<file path="config.mk">
export PLATFORM = sky130hd
export DESIGN_NAME = id_ex_stage_flat
export DESIGN_NICKNAME = d
export VERILOG_FILES = /design/src/rtl/id_ex_stage_pkg.sv /design/src/rtl/id_ex_stage_if.sv /design/src/rtl/id_ex_stage_fwd_unit.sv /design/src/rtl/id_ex_stage.sv /design/src/flat_wrapper.sv
export SDC_FILE = /design/constraint.sdc
export NUM_CORES = 1
export LEC_CHECK = 0
export CORE_MARGIN = 2
export CORE_UTILIZATION = 45
export DETAILED_ROUTE_END_ITERATION = 10
export PLACE_DENSITY = 0.91
export SYNTH_ARGS = -nofsm -noshare
export SYNTH_HDL_FRONTEND = slang
export SYNTH_SLANG_ARGS = --single-unit
</file>
<file path="constraint.sdc">
create_clock -name clk -period 4.55 [get_ports clk]
set_clock_uncertainty 0.15 [all_clocks]
set_input_delay 1.365 -clock clk [delete_from_list [all_inputs] [get_ports clk]]
set_output_delay 1.365 -clock clk [all_outputs]
set_load 0.02 [all_outputs]
</file>
<file path="src/rtl/id_ex_stage_pkg.sv">
// Shared RISC-V definitions: ALU ops, forward selects and the ID/EX bundle.
// Imported by the ID/EX stage, its forwarding unit and its interface.
package riscv_definitions;

    localparam int RV_XLEN  = 32;
    localparam int RV_REG_W = 5;

    typedef enum logic [3:0] {
        ALU_ADD  = 4'd0,
        ALU_SUB  = 4'd1,
        ALU_SLL  = 4'd2,
        ALU_SLT  = 4'd3,
        ALU_SLTU = 4'd4,
        ALU_XOR  = 4'd5,
        ALU_SRL  = 4'd6,
        ALU_SRA  = 4'd7,
        ALU_OR   = 4'd8,
        ALU_AND  = 4'd9
    } alu_ops_t;

    typedef enum logic [1:0] {
        FWD_REG = 2'd0,
        FWD_MEM = 2'd1,
        FWD_WB  = 2'd2
    } fwd_sel_t;

    typedef struct packed {
        alu_ops_t              alu_op;
        logic [RV_XLEN-1:0]    pc;
        logic [RV_XLEN-1:0]    imm;
        logic [RV_REG_W-1:0]   rs1_addr;
        logic [RV_REG_W-1:0]   rs2_addr;
        logic [RV_XLEN-1:0]    rs1_data;
        logic [RV_XLEN-1:0]    rs2_data;
        logic                  use_pc;
        logic                  use_imm;
        logic [RV_REG_W-1:0]   rd_addr;
        logic                  reg_write;
    } id_ex_t;

endpackage

</file>
<file path="src/rtl/id_ex_stage_if.sv">
// Decode-side and ALU-side handshake bundle of the ID/EX stage.
// slave: the stage; master: whoever drives decode and consumes the ALU side.
interface id_ex_stage_if #(
    parameter int XLEN       = 32,
    parameter int REG_ADDR_W = 5
);
    import riscv_definitions::*;

    logic                  id_valid;
    logic                  id_ready;
    alu_ops_t              id_alu_op;
    logic [XLEN-1:0]       id_pc;
    logic [XLEN-1:0]       id_imm;
    logic [REG_ADDR_W-1:0] id_rs1_addr;
    logic [REG_ADDR_W-1:0] id_rs2_addr;
    logic [XLEN-1:0]       id_rs1_data;
    logic [XLEN-1:0]       id_rs2_data;
    logic                  id_use_pc;
    logic                  id_use_imm;
    logic [REG_ADDR_W-1:0] id_rd_addr;
    logic                  id_reg_write;

    logic                  ex_valid;
    logic                  ex_ready;
    logic [XLEN-1:0]       operand_a;
    logic [XLEN-1:0]       operand_b;
    alu_ops_t              alu_op;
    logic [XLEN-1:0]       ex_rs2_data;
    logic [XLEN-1:0]       ex_pc;
    logic [REG_ADDR_W-1:0] ex_rd_addr;
    logic                  ex_reg_write;
    fwd_sel_t              fwd_a_sel;
    fwd_sel_t              fwd_b_sel;

    modport slave (
        input  id_valid, id_alu_op, id_pc, id_imm,
        input  id_rs1_addr, id_rs2_addr,
        input  id_rs1_data, id_rs2_data,
        input  id_use_pc, id_use_imm,
        input  id_rd_addr, id_reg_write,
        input  ex_ready,
        output id_ready, ex_valid,
        output operand_a, operand_b, alu_op,
        output ex_rs2_data, ex_pc,
        output ex_rd_addr, ex_reg_write,
        output fwd_a_sel, fwd_b_sel
    );

    modport master (
        output id_valid, id_alu_op, id_pc, id_imm,
        output id_rs1_addr, id_rs2_addr,
        output id_rs1_data, id_rs2_data,
        output id_use_pc, id_use_imm,
        output id_rd_addr, id_reg_write,
        output ex_ready,
        input  id_ready, ex_valid,
        input  operand_a, operand_b, alu_op,
        input  ex_rs2_data, ex_pc,
        input  ex_rd_addr, ex_reg_write,
        input  fwd_a_sel, fwd_b_sel
    );

endinterface

</file>
<file path="src/rtl/id_ex_stage_fwd_unit.sv">
// Forwarding source select for one register operand.
// In: held rs index/data, EX/MEM and MEM/WB writers. Out: select, value.
module fwd_unit
    import riscv_definitions::*;
#(
    parameter int XLEN       = 32,
    parameter int REG_ADDR_W = 5
) (
    input  logic [REG_ADDR_W-1:0] rs_addr,
    input  logic [XLEN-1:0]       rs_data,
    input  logic                  mem_reg_write,
    input  logic [REG_ADDR_W-1:0] mem_rd_addr,
    input  logic [XLEN-1:0]       mem_result,
    input  logic                  wb_reg_write,
    input  logic [REG_ADDR_W-1:0] wb_rd_addr,
    input  logic [XLEN-1:0]       wb_result,
    output fwd_sel_t              sel,
    output logic [XLEN-1:0]       value
);

    logic rs_nz;
    logic mem_hit;
    logic wb_hit;

    always_comb begin
        rs_nz   = (rs_addr != '0);
        mem_hit = mem_reg_write && (mem_rd_addr == rs_addr) && rs_nz;
        wb_hit  = wb_reg_write && (wb_rd_addr == rs_addr) && rs_nz;

        // The younger producer (EX/MEM) wins over MEM/WB.
        sel = FWD_REG;
        if (mem_hit) begin
            sel = FWD_MEM;
        end else if (wb_hit) begin
            sel = FWD_WB;
        end

        // x0 reads as zero whatever the register file returned.
        value = rs_nz ? rs_data : '0;
        unique case (sel)
            FWD_MEM: value = mem_result;
            FWD_WB:  value = wb_result;
            default: ;
        endcase
    end

endmodule

</file>
<file path="src/rtl/id_ex_stage.sv">
// ID/EX pipeline register feeding the ALU, with RAW forwarding and flush.
// Ports: clk, reset (async low), flush, bus (slave), EX/MEM + MEM/WB writers.
module id_ex_stage
    import riscv_definitions::*;
#(
    parameter int XLEN       = 32,
    parameter int REG_ADDR_W = 5
) (
    input  logic                  clk,
    input  logic                  reset,
    input  logic                  flush,
    id_ex_stage_if.slave          bus,
    input  logic                  mem_reg_write,
    input  logic [REG_ADDR_W-1:0] mem_rd_addr,
    input  logic [XLEN-1:0]       mem_result,
    input  logic                  wb_reg_write,
    input  logic [REG_ADDR_W-1:0] wb_rd_addr,
    input  logic [XLEN-1:0]       wb_result
);

    id_ex_t          held_q, held_d;
    logic            ex_valid_q, ex_valid_d;
    logic            accept;
    logic            wb_nz;
    logic [XLEN-1:0] fwd_rs1, fwd_rs2;
    fwd_sel_t        sel_rs1, sel_rs2;

    assign bus.id_ready = !ex_valid_q || bus.ex_ready || flush;
    // A flushed input is taken off the bus but never lands.
    assign accept = bus.id_valid && bus.id_ready && !flush;
    assign wb_nz  = wb_reg_write && (wb_rd_addr != '0);

    always_comb begin
        held_d     = held_q;
        ex_valid_d = ex_valid_q;

        // Keep held sources current so a writeback during a stall is
        // not lost once it leaves the MEM/WB forward window.
        if (wb_nz && (wb_rd_addr == held_q.rs1_addr)) begin
            held_d.rs1_data = wb_result;
        end
        if (wb_nz && (wb_rd_addr == held_q.rs2_addr)) begin
            held_d.rs2_data = wb_result;
        end

        if (flush) begin
            ex_valid_d = 1'b0;
        end else if (accept) begin
            ex_valid_d       = 1'b1;
            held_d.alu_op    = bus.id_alu_op;
            held_d.pc        = bus.id_pc;
            held_d.imm       = bus.id_imm;
            held_d.rs1_addr  = bus.id_rs1_addr;
            held_d.rs2_addr  = bus.id_rs2_addr;
            held_d.rs1_data  = bus.id_rs1_data;
            held_d.rs2_data  = bus.id_rs2_data;
            held_d.use_pc    = bus.id_use_pc;
            held_d.use_imm   = bus.id_use_imm;
            held_d.rd_addr   = bus.id_rd_addr;
            held_d.reg_write = bus.id_reg_write;
        end else if (bus.ex_ready) begin
            ex_valid_d = 1'b0;
        end
    end

    // All-zero bundle decodes as ALU_ADD with x0 sources.
    always_ff @(posedge clk or negedge reset) begin
        if (!reset) begin
            ex_valid_q <= 1'b0;
            held_q     <= '0;
        end else begin
            ex_valid_q <= ex_valid_d;
            held_q     <= held_d;
        end
    end

    fwd_unit #(.XLEN(XLEN), .REG_ADDR_W(REG_ADDR_W)) u_fwd_rs1 (
        .rs_addr       (held_q.rs1_addr),
        .rs_data       (held_q.rs1_data),
        .mem_reg_write (mem_reg_write),
        .mem_rd_addr   (mem_rd_addr),
        .mem_result    (mem_result),
        .wb_reg_write  (wb_reg_write),
        .wb_rd_addr    (wb_rd_addr),
        .wb_result     (wb_result),
        .sel           (sel_rs1),
        .value         (fwd_rs1)
    );

    fwd_unit #(.XLEN(XLEN), .REG_ADDR_W(REG_ADDR_W)) u_fwd_rs2 (
        .rs_addr       (held_q.rs2_addr),
        .rs_data       (held_q.rs2_data),
        .mem_reg_write (mem_reg_write),
        .mem_rd_addr   (mem_rd_addr),
        .mem_result    (mem_result),
        .wb_reg_write  (wb_reg_write),
        .wb_rd_addr    (wb_rd_addr),
        .wb_result     (wb_result),
        .sel           (sel_rs2),
        .value         (fwd_rs2)
    );

    assign bus.ex_valid     = ex_valid_q;
    assign bus.alu_op       = held_q.alu_op;
    assign bus.operand_a    = held_q.use_pc ? held_q.pc : fwd_rs1;
    assign bus.operand_b    = held_q.use_imm ? held_q.imm : fwd_rs2;
    assign bus.ex_rs2_data  = fwd_rs2;
    assign bus.ex_pc        = held_q.pc;
    assign bus.ex_rd_addr   = held_q.rd_addr;
    assign bus.ex_reg_write = held_q.reg_write && ex_valid_q;
    assign bus.fwd_a_sel    = sel_rs1;
    assign bus.fwd_b_sel    = sel_rs2;

endmodule

</file>
<file path="src/flat_wrapper.sv">
// flat-port wrapper written by rule: the top's interface ports become plain ports
module id_ex_stage_flat import riscv_definitions::*;
#(
    parameter int XLEN       = 32,
    parameter int REG_ADDR_W = 5
)
  (clk, reset, flush, mem_reg_write, mem_rd_addr, mem_result, wb_reg_write, wb_rd_addr, wb_result, bus_id_valid, bus_id_alu_op, bus_id_pc, bus_id_imm, bus_id_rs1_addr, bus_id_rs2_addr, bus_id_rs1_data, bus_id_rs2_data, bus_id_use_pc, bus_id_use_imm, bus_id_rd_addr, bus_id_reg_write, bus_ex_ready, bus_id_ready, bus_ex_valid, bus_operand_a, bus_operand_b, bus_alu_op, bus_ex_rs2_data, bus_ex_pc, bus_ex_rd_addr, bus_ex_reg_write, bus_fwd_a_sel, bus_fwd_b_sel);
  id_ex_stage_if #(.XLEN(XLEN), .REG_ADDR_W(REG_ADDR_W)) bus_i ();
  input  logic clk;
  input  logic reset;
  input  logic flush;
  input  logic mem_reg_write;
  input  logic [REG_ADDR_W-1:0] mem_rd_addr;
  input  logic [XLEN-1:0] mem_result;
  input  logic wb_reg_write;
  input  logic [REG_ADDR_W-1:0] wb_rd_addr;
  input  logic [XLEN-1:0] wb_result;
  input wire logic [$bits(bus_i.id_valid)-1:0] bus_id_valid;
  input wire logic [$bits(bus_i.id_alu_op)-1:0] bus_id_alu_op;
  input wire logic [$bits(bus_i.id_pc)-1:0] bus_id_pc;
  input wire logic [$bits(bus_i.id_imm)-1:0] bus_id_imm;
  input wire logic [$bits(bus_i.id_rs1_addr)-1:0] bus_id_rs1_addr;
  input wire logic [$bits(bus_i.id_rs2_addr)-1:0] bus_id_rs2_addr;
  input wire logic [$bits(bus_i.id_rs1_data)-1:0] bus_id_rs1_data;
  input wire logic [$bits(bus_i.id_rs2_data)-1:0] bus_id_rs2_data;
  input wire logic [$bits(bus_i.id_use_pc)-1:0] bus_id_use_pc;
  input wire logic [$bits(bus_i.id_use_imm)-1:0] bus_id_use_imm;
  input wire logic [$bits(bus_i.id_rd_addr)-1:0] bus_id_rd_addr;
  input wire logic [$bits(bus_i.id_reg_write)-1:0] bus_id_reg_write;
  input wire logic [$bits(bus_i.ex_ready)-1:0] bus_ex_ready;
  output wire logic [$bits(bus_i.id_ready)-1:0] bus_id_ready;
  output wire logic [$bits(bus_i.ex_valid)-1:0] bus_ex_valid;
  output wire logic [$bits(bus_i.operand_a)-1:0] bus_operand_a;
  output wire logic [$bits(bus_i.operand_b)-1:0] bus_operand_b;
  output wire logic [$bits(bus_i.alu_op)-1:0] bus_alu_op;
  output wire logic [$bits(bus_i.ex_rs2_data)-1:0] bus_ex_rs2_data;
  output wire logic [$bits(bus_i.ex_pc)-1:0] bus_ex_pc;
  output wire logic [$bits(bus_i.ex_rd_addr)-1:0] bus_ex_rd_addr;
  output wire logic [$bits(bus_i.ex_reg_write)-1:0] bus_ex_reg_write;
  output wire logic [$bits(bus_i.fwd_a_sel)-1:0] bus_fwd_a_sel;
  output wire logic [$bits(bus_i.fwd_b_sel)-1:0] bus_fwd_b_sel;
  assign bus_i.id_valid = bus_id_valid;
  assign bus_i.id_alu_op = bus_id_alu_op;
  assign bus_i.id_pc = bus_id_pc;
  assign bus_i.id_imm = bus_id_imm;
  assign bus_i.id_rs1_addr = bus_id_rs1_addr;
  assign bus_i.id_rs2_addr = bus_id_rs2_addr;
  assign bus_i.id_rs1_data = bus_id_rs1_data;
  assign bus_i.id_rs2_data = bus_id_rs2_data;
  assign bus_i.id_use_pc = bus_id_use_pc;
  assign bus_i.id_use_imm = bus_id_use_imm;
  assign bus_i.id_rd_addr = bus_id_rd_addr;
  assign bus_i.id_reg_write = bus_id_reg_write;
  assign bus_i.ex_ready = bus_ex_ready;
  assign bus_id_ready = bus_i.id_ready;
  assign bus_ex_valid = bus_i.ex_valid;
  assign bus_operand_a = bus_i.operand_a;
  assign bus_operand_b = bus_i.operand_b;
  assign bus_alu_op = bus_i.alu_op;
  assign bus_ex_rs2_data = bus_i.ex_rs2_data;
  assign bus_ex_pc = bus_i.ex_pc;
  assign bus_ex_rd_addr = bus_i.ex_rd_addr;
  assign bus_ex_reg_write = bus_i.ex_reg_write;
  assign bus_fwd_a_sel = bus_i.fwd_a_sel;
  assign bus_fwd_b_sel = bus_i.fwd_b_sel;
  id_ex_stage #(.XLEN(XLEN), .REG_ADDR_W(REG_ADDR_W)) u_core (.clk(clk), .reset(reset), .flush(flush), .bus(bus_i), .mem_reg_write(mem_reg_write), .mem_rd_addr(mem_rd_addr), .mem_result(mem_result), .wb_reg_write(wb_reg_write), .wb_rd_addr(wb_rd_addr), .wb_result(wb_result));
endmodule
</file>
==> impl_results.md <==
* Seq pwr share at approximately 31%
* Syn nets at about 1100
* Gate power share at a little over two fifths
* Post-DP HPWL at between 20 and 25 mm
* Outcome: complete, but fails checks
* Buffer depth of the longest clock path at 2
* Final ANT Viol Nets at 0
* CTS clk-pin slew, worst paths at 0.07 ns
* Row cnt at between 50 and 60
* Die X at approximately 150 um
* Layout cells sized above 1 at between 30% and 40%
* Clk sinks at around 150
* Max cap viols at 0
* # IOs at 375
* Hold WC Path Type: reg2reg
* Tmin final at about 4.8 ns
* Routed Wire Length at roughly 40 mm
* Final setup viols at between 80 and 90
* HP Start: u_core.bus.ex_rd_addr[1]$_DFFE_PN0P_
* Global-route usage over all layers at between 30% and 40%
* Layout area overhead at 64.24%
* Pint at slightly below 4 mW
* Worst setup margin at -0.2126 ns
* Unrepaired setup endpoints after global routing: true
* Design area at about 0.016 sq mm
* Remaining global-route overflow at 0
* Vias in the first global route at between 10000 and 15000
* Die area at approximately 0.022 sq mm
* First-pass GRT wire length at between 50 and 60 mm
* Residual DRC at 0
* Detailed Routing Iterations Pass 1 at 5
* Gp weighted congestion at approximately 0.88
* Unique masters post-synth at 38
* WS Path Type: in2out
* CTS Buf Count at 17
* Mapped Cells at 916
* Primary FF master, synth: dfrtp_1
* Power share of the clock group at roughly a quarter
* Crit. End Element: primary output
* Clock latency on the worst-skew pair at 0.42 ns
* Commonest non-fill, non-tap cell in the layout: clkdlybuf4s50_1
* Most frequent cells in the layout: clkdlybuf4s50_1 (261), dfrtp_1 (149), nand2_1 (140), buf_4 (114), mux2i_1 (109)
* Placement Cell Area at 0.01360 sq mm
* Violations in the final reports: setup timing
* Worst Path Required at between 3 and 4 ns
* Synth async-reset ratio at between 90% and 100%
* Arrival @ worst endpoint at 3.25 ns
* Design Power at 5.956 mW
* Core area at 0.02082 sq mm
* Worst Setup SP: wb_rd_addr[2]
* # hold bufs at CTS at 0
* Die height at between 100 and 150 um
* Initial antenna violation count at 1
* Worst vdd ir at roughly 0.33 mV
* Slew HR at around 43%
* Initial Util at 45.54%
* Sw Ratio at a little over a third
* Fmax achieved at between 0.2 and 0.25 GHz
* CTS root buf: clkbuf_16
* Avg Inst Size Synth at a little over 10 sq um
* Iter 0 DRT Violations at 652
* Final Hold Viols at 0
* Sequential fraction of the synthesis area at approximately 40%
* Net load switching power at approximately 2.1 mW
* Post-synth EDFFs at 0
* Placed insts at 1528
* CTS tree: done
* Via/cell ratio at ~6.0
* Crit start category: input pin
* Launching point of the worst reg2reg path: u_core.held_q[75]$_DFFE_PN0P_
* Htree depth at 4
* Final net count at ~1500
* Post-Layout Cell Count at about 1600
* Via count at ~9700
* Fin crit share at 104.7%
* Lkg Pwr at about 6.4 nW
* Max-slew violation count at 0
* PwrDens at between 300 and 400 mW/mm^2
* Drt wl/cell at about 25 um
* Yosys warns at 0
* Worst Max-Slew Pin Slew at about 0.85 ns
* I/O Buffers at approximately 370
* Largest net degree at the start of global routing at between 80 and 90
* Post-synthesis register bit count at between 150 and 200
* Synthesized cell area at ~0.0095 sq mm
* CP max FO at 8
## path summary, 6_finish.rpt
check / to / slack [ns] / cells past startpoint
worst max-delay path: bus_operand_b[14] / -0.21 / 10
worst min-delay path: u_core.bus.ex_rd_addr[1]$_DFFE_PN0P_ / 0.36 / 1
worst max register to register: u_core.held_q[11]$_DFF_PN0_ / 1.88 / 6
worst min register to register: u_core.bus.ex_rd_addr[1]$_DFFE_PN0P_ / 0.36 / 1
max in group asynchronous: u_core.held_q[83]$_DFFE_PN0P_ / 2.44 / 2
min in group asynchronous: u_core.bus.ex_rd_addr[3]$_DFFE_PN0P_ / 0.85 / 1
## power groups by stage
stage,sequential (mW),clock [mW],combinational (mW)
2_1_floorplan,1.73,0,1.27
3_3_place_gp,1.80,0,2.20
3_5_place_dp,1.81,0,2.25
4_1_cts,1.80,1.59,2.37
5_1_grt,1.85,1.65,2.66
6_report,1.83,1.58,2.55
## synth_stat cells, types with 2 or more instances
| cell type | n | area share [%] |
|---|---|---|
| nand4_1 | 3 | 0.20 |
| mux2i_1 | 128 | 14 |
| a221o_1 | 32 | 3.4 |
| buf_12 | 3 | 0.63 |
| o221ai_1 | 32 | 3.0 |
| or3_1 | 2 | 0.13 |
| nor2_2 | 2 | 0.13 |
| xor2_1 | 4 | 0.37 |
| o21ai_0 | 66 | 3.5 |
| buf_2 | 19 | 1.0 |
| buf_6 | 10 | 1.2 |
| clkbuf_1 | 30 | 1.2 |
| nand2_1 | 164 | 6.5 |
| nor2_1 | 3 | 0.12 |
| dlygate4sd3_1 | 2 | 0.21 |
| mux2_2 | 118 | 14 |
| dfrtp_1 | 151 | 40 |
| xnor2_1 | 16 | 1.5 |
| o21ai_1 | 31 | 1.6 |
| buf_4 | 51 | 4.0 |
| nor3b_1 | 32 | 2.5 |
## worst max-delay path, cell delays in order
cell	delay, ns
buf_6	0.11
xnor2_2	0.15
nand4_1	0.23
nor2_4	0.18
buf_12	0.15
buf_8	0.12
buf_16	0.14
mux2_4	0.31
a221o_1	0.33
buf_6	0.15
## layer usage
metal	GRT usage (%)	vias to the layer above	share of wire (%)
li1	-	4087	-
met1	36.53	4738	35
met2	58.32	665	50
met3	8.685	195	9.5
met4	18.38	0	6.1
met5	0	-	0
## state kept, by name, summed over array words and instances (netlist names)
| register | flops |
|---|---|
| u_core.held_q | 109 |
| u_core.bus.ex_valid | 1 |
| u_core.bus.ex_rd_addr | 5 |
| u_core.bus.alu_op | 4 |
| u_core.bus.ex_pc | 32 |
## cells by family after synthesis
kind of cell	share of synthesized area, %
flip-flops	39.85
XOR/XNOR	1.847
AND/OR/NAND/NOR	10.54
buffers and inverters	8.604
AO/OA/AOI/OAI	11.63
multiplexers	27.53
## metrics by stage
| step | hold slack, ns | setup WS (ns) | util (%) | setup TNS [ns] |
|---|---|---|---|---|
| floorplan | 0.3228 | 0.1424 | - | 0 |
| global placement | 0.3366 | -0.9038 | 65.31 | -77.55 |
| detailed placement | 0.3432 | -1.007 | 65.31 | -84.18 |
| CTS | 0.3589 | -0.1427 | 71.91 | -3.749 |
| global route | 0.3718 | -0.2629 | 74.79 | -12.05 |
| finish | 0.3565 | -0.2126 | 74.79 | -6.736 |
## final cells by class
type                       instances  area, sq um
multi-input combinational        646         5622
fill                            1358         5250
timing repair buffer             500         5156
sequential                       151         3781
clock buffer                      19        452.9
tap                              275        344.1
clock inverter                    13        193.9
inverter                           2        20.02
antenna                            1        2.502
## timing repair
| action | 4_1_cts | 5_1_grt |
|---|---|---|
| endpoints found under the hold margin | 0 | 0 |
| setup endpoints to repair | 100 | 98 |
| buffers inserted | 28 | 11 |
| cloned | 10 | 4 |
| pin swaps | 61 | 50 |
| resized for setup | 663 | 193 |
Note: power is estimated with default switching activity, not from simulation.
